--- config.mk ---
export PLATFORM = sky130hd
export DESIGN_NAME = serial_adder
export DESIGN_NICKNAME = d
export VERILOG_FILES = /design/src/rtl/serial_adder.sv
export SDC_FILE = /design/constraint.sdc
export NUM_CORES = 1
export LEC_CHECK = 0
export ABC_AREA = 0
export CELL_PAD_IN_SITES_DETAIL_PLACEMENT = 1
export CELL_PAD_IN_SITES_GLOBAL_PLACEMENT = 1
export CORE_ASPECT_RATIO = 0.8
export CORE_MARGIN = 2
export CORE_UTILIZATION = 41
export CTS_BUF_LIST = sky130_fd_sc_hd__clkbuf_8 sky130_fd_sc_hd__clkbuf_16
export CTS_CLUSTER_SIZE = 28
export DETAILED_ROUTE_END_ITERATION = 8
export PLACE_DENSITY_LB_ADDON = 0.3
export SETUP_SLACK_MARGIN = 0.2
export SYNTH_ARGS = -nofsm -noshare
export SYNTH_HDL_FRONTEND = slang
export SYNTH_SLANG_ARGS = --single-unit
--- constraint.sdc ---
create_clock -name clk -period 1.57 [get_ports clk]
set_input_delay 0.314 -clock clk [delete_from_list [all_inputs] [get_ports clk]]
set_output_delay 0.314 -clock clk [all_outputs]
set_load 0.005 [all_outputs]
--- src/rtl/serial_adder.sv ---
// serial_adder: bit-serial WIDTH-bit adder built around one full-adder cell
// and a registered carry. Operands are captured on start, added LSB-first at
// one bit per clock, and the result is presented with a one-cycle done pulse.
// Optional feature macro: SERIAL_ADD_OVF_EN adds the signed-overflow output ovf.
module serial_adder #(
    parameter int WIDTH = 8
) (
    input  logic             clk,
    input  logic             rst_n,
    input  logic             start,
    input  logic [WIDTH-1:0] a,
    input  logic [WIDTH-1:0] b,
    input  logic             cin,
    output logic             busy,
    output logic             done,
    output logic [WIDTH-1:0] sum,
    output logic             cout
`ifdef SERIAL_ADD_OVF_EN
    ,
    output logic             ovf
`endif
);

    localparam int CW = (WIDTH > 1) ? $clog2(WIDTH) : 1;

    typedef enum logic [1:0] {
        IDLE = 2'd0,
        RUN  = 2'd1,
        DONE = 2'd2
    } state_t;

    state_t           state;
    state_t           next_state;

    logic [WIDTH-1:0] a_sh;
    logic [WIDTH-1:0] b_sh;
    logic [WIDTH-2:0] sum_sh;
    logic             carry;
    logic [CW-1:0]    cnt;

    logic             cell_s;
    logic             cell_c;
    logic [WIDTH-1:0] sum_next;
    logic             last_bit;
    logic             load;

    // One-bit full-adder cell fed from the operand shift registers' LSBs.
    always_comb begin
        cell_s   = a_sh[0] ^ b_sh[0] ^ carry;
        cell_c   = (a_sh[0] & b_sh[0]) | (a_sh[0] & carry) | (b_sh[0] & carry);
        sum_next = {cell_s, sum_sh};
        last_bit = (cnt == CW'(WIDTH - 1));
        load     = start && ((state == IDLE) || (state == DONE));
    end

    // State register.
    always_ff @(posedge clk or negedge rst_n) begin
        if (!rst_n) begin
            state <= IDLE;
        end else begin
            state <= next_state;
        end
    end

    // Next-state logic: start is honoured only when not already running.
    always_comb begin
        next_state = state;
        case (state)
            IDLE: begin
                if (start) next_state = RUN;
            end
            RUN: begin
                if (last_bit) next_state = DONE;
            end
            DONE: begin
                next_state = start ? RUN : IDLE;
            end
            default: next_state = IDLE;
        endcase
    end

    // Operand/partial-sum shift registers, carry and bit counter.
    always_ff @(posedge clk or negedge rst_n) begin
        if (!rst_n) begin
            a_sh   <= '0;
            b_sh   <= '0;
            sum_sh <= '0;
            carry  <= 1'b0;
            cnt    <= '0;
        end else if (load) begin
            a_sh   <= a;
            b_sh   <= b;
            sum_sh <= '0;
            carry  <= cin;
            cnt    <= '0;
        end else if (state == RUN) begin
            a_sh   <= a_sh >> 1;
            b_sh   <= b_sh >> 1;
            sum_sh <= sum_next[WIDTH-1:1];
            carry  <= cell_c;
            if (!last_bit) cnt <= cnt + 1'b1;
        end
    end

    // Result registers: updated only on the edge that finishes the last bit,
    // so partial sums are never visible. Carry at that point is the carry
    // into the MSB, which gives signed overflow when compared with carry-out.
    always_ff @(posedge clk or negedge rst_n) begin
        if (!rst_n) begin
            sum  <= '0;
            cout <= 1'b0;
`ifdef SERIAL_ADD_OVF_EN
            ovf  <= 1'b0;
`endif
        end else if ((state == RUN) && last_bit) begin
            sum  <= sum_next;
            cout <= cell_c;
`ifdef SERIAL_ADD_OVF_EN
            ovf  <= carry ^ cell_c;
`endif
        end
    end

    assign busy = (state == RUN);
    assign done = (state == DONE);

endmodule

==> results of run 1 <==
[area by class of cell]
cell class              instances  area share [%]
clock buffers                   6            3.32
clock inverters                 2           0.504
inverters                      15            2.47
multi-input cells              79            29.9
flip-flops and latches         38            38.3
well taps                      57            2.87
repair buffers                 58            22.7
[worst max-delay path, stage by stage (launching register included)]
cell      delay [ns]
dfrtp_1         0.41
buf_6           0.13
nand2b_4        0.14
clkinv_4        0.06
buf_6           0.08
[metrics by stage]
step | utilization [%] | setup TNS, ns
floorplan | - | 0
finish | 60.2 | 0
CTS | 58.4 | 0
global placement | 51.8 | -0.753
detailed placement | 51.8 | -1.33
global route | 60.2 | 0
[Yosys cell counts (2+ instances only)]
cell type | count | area [um2]
a22o_1 | 9 | 78.8
nand3_1 | 2 | 10.0
o211ai_1 | 2 | 15.0
nand2_1 | 4 | 15.0
buf_6 | 3 | 33.8
a21oi_1 | 6 | 30.0
mux2_4 | 9 | 135
dfrtp_1 | 38 | 951
o22ai_1 | 12 | 75.1
inv_1 | 14 | 52.6
buf_2 | 4 | 20.0
nor2b_1 | 6 | 37.5
ha_1 | 2 | 25.0
a211oi_1 | 3 | 22.5
a21oi_2 | 10 | 87.6
mux2i_1 | 3 | 30.0
[cell families after synthesis]
logic type                 Yosys count  synth area share, %
AOI/OAI and AO/OA                   45                 19.0
DFF                                 38                 55.0
and+or+nand+nor                     17                 6.52
adders and majority gates            3                 2.61
buffers and inverters               22                 6.66
muxes                               13                 10.2
[power groups by stage]
| stage | sequential [mW] | combinational [mW] | clock [mW] |
|---|---|---|---|
| 4_1_cts | 1.72 | 2.26 | 0.735 |
| 3_3_place_gp | 1.71 | 1.80 | 0 |
| 2_1_floorplan | 1.66 | 1.30 | 0 |
| 6_report | 1.74 | 2.42 | 0.728 |
| 5_1_grt | 1.78 | 2.60 | 0.777 |
| 3_5_place_dp | 1.74 | 1.92 | 0 |
[registers in the layout, indices dropped and copies added (netlist names)]
register and flops:
sum_sh 7, cnt 3, state 2, carry 1, a_sh 8, sum 8, cout 1, b_sh 8
[repair_timing]
item / in CTS / in global routing
setup endpoints to repair: 43 / 26
gates resized for setup: 30 / 9
gates cloned: 2 / 0
setup buffers: 13 / 5
pin swaps: 2 / 1
[routing by layer]
metal	up-vias	GRT usage, %	part of all wire (%)
li1	607	-	-
met1	660	22.6	44
met2	24	34.9	51
met3	11	4.77	2.8
met4	0	12.5	2.1
met5	-	0	0
[path summary, 6_finish.rpt]
path	startpoint	end	slack, ns	cells after the start
hold / removal	rst_n	sum[2]	0.39	2
max in group asynchronous	rst_n	cnt[2]	0.98	2
setup / recovery	state[1]	busy	0.15	4
hold reg to reg	sum[3]	sum[3]	0.51	1
setup reg to reg	state[1]	sum[7]	0.17	6
min in group clk	sum[3]	sum[3]	0.51	1
==> flow_summary.ini, run 1 <==
[yosys]
post_synth_num_cell_types = 27
mappedNetlistArea_um2 = 1730
synth_fp_nets = 161
syn_area_per_cell_um2 = 12.5
postSynthCellCount = 138
synth-edff-count = 0
synth-seq-area-share_pct = 55.0
postSynthRegisterBits = 38
synthFlopType = dfrtp_1
synthArstFlopShare_pct = 100
yosys_warnings = 0

[finish]
regArea_um2 = 951
layout_commonest_cell = dfrtp_1
multi_input_comb_area_um2 = 742
n_antenna_cell = 0
final_design_area_no_fill_um2 = 2480
layout.filler_cells = 432
area_growth_pct = 43.8
leading_cell_types_in_the_layout_fill_and_taps_excluded = dfrtp_1, buf_4, clkdlybuf4s50_1
design.final.nets = 220
final_layout_size_suffix_gt1_share_pct = 35.4
post_layout_instance_count_excluding_filler_cells = 255

[timing]
hold_slack_ns = 0.392
final_period_minus_worst_setup_slack_ns = 1.42
setup_viol_count_final = 0
achievable_clock_frequency_mhz = 704
final-max-slew-violation-count = 0
skew_ns = 0.0102
rsz0062_at_grt = true
hold_violations = 0
slew_headroom_pct = 79.9
fin_crit_sh_pct = 90.5
max_slew.worst_pin.slew_ns = 0.301
timing.final.ws_setup_ns = 0.149

[worst_hold_path]
hp-class = in2async

[routing]
drc_errors = 0
routedWlPerCell_um = 18.2
routed-via-count = 1302
route.final.wire_length_mm = 4.63
final_antenna_net_count = 0
drtPass1Iterations = 4
post_drt_via_cell_ratio = 5.11
drt-initial-drc-count = 83

[placed_design]
gpl.final_weighted_congestion = 0.757
port_buffers = 30
post-place-cells = 227
placedInstanceArea_um2 = 2140
preCtsSetupSlack_ns = -0.156
hpwlAfterDp_mm = 2.77

[clock_network]
cts.hold.buffers_added = 0
cts.path.max_buffers = 2
numCtsBuffers = 5
tritoncts = built
clk_pin_slew_ns = 0.08
cts_sinks = 38
root_buffer = clkbuf_8
h-tree-depth = 2
worstSkewPairLatency_ns = 0.30

[power_and_ir_drop]
seq_power_share_pct = 35.6
power.switching_fraction_pct = 36.1
totalPowerFinal_mw = 4.90
power.clock.fraction_pct = 14.9
ir_worst_vdd_uv = 759
internal_power_mw = 3.13
power.share.combinational_pct = 49.5
p_per_area_nw_per_um2 = 1970
netSwitchingPower_mw = 1.77
leakage_nw = 1.16

[setup_path]
worst-endpoint-arrival_ns = 1.11
timing.setup.critical_path_class = reg2out
critical_path.endpoint_type = output port
startpoint_type = flip-flop
crit_required_ns = 1.26
crit_path_max_fanout = 2

[outcome]
status = finished, final reports clean

[global_route]
grt_pass1_wl_mm = 6.87
grt_max_degree = 39
grt_pass1_vias = 1394
initial_antenna_violation_count = 0
grt_remaining_overflow = 0
grt_util_all_layers_pct = 19.7

[die]
rows = 21
floorplan.io_pins = 31
die-height_um = 62.1
floorplan.core_area_um2 = 4130
dieArea_um2 = 4750
dieWidth_um = 76.6
floorplan.initialDensity_pct = 41.9

[run]
max_cap_viol_count = 0
Power figures use the tool's default switching activity.
==> run 2, diff against run 1 <==
--- a/config.mk
+++ b/config.mk
@@ -12,7 +12,6 @@
 export CORE_MARGIN = 2
 export CORE_UTILIZATION = 41
 export CTS_BUF_LIST = sky130_fd_sc_hd__clkbuf_8 sky130_fd_sc_hd__clkbuf_16
-export CTS_CLUSTER_SIZE = 28
 export DETAILED_ROUTE_END_ITERATION = 8
 export PLACE_DENSITY_LB_ADDON = 0.3
 export SETUP_SLACK_MARGIN = 0.2
==> results of run 2 <==
Final layout, timing and power as in run 1 (identical DEF).
==> run 3, diff against run 2 <==
--- a/config.mk
+++ b/config.mk
@@ -13,6 +13,7 @@
 export CORE_UTILIZATION = 41
 export CTS_BUF_LIST = sky130_fd_sc_hd__clkbuf_8 sky130_fd_sc_hd__clkbuf_16
 export DETAILED_ROUTE_END_ITERATION = 8
+export GPL_ROUTABILITY_DRIVEN = 0
 export PLACE_DENSITY_LB_ADDON = 0.3
 export SETUP_SLACK_MARGIN = 0.2
 export SYNTH_ARGS = -nofsm -noshare
==> results of run 3 <==
Final layout, timing and power as in run 1 (identical DEF).
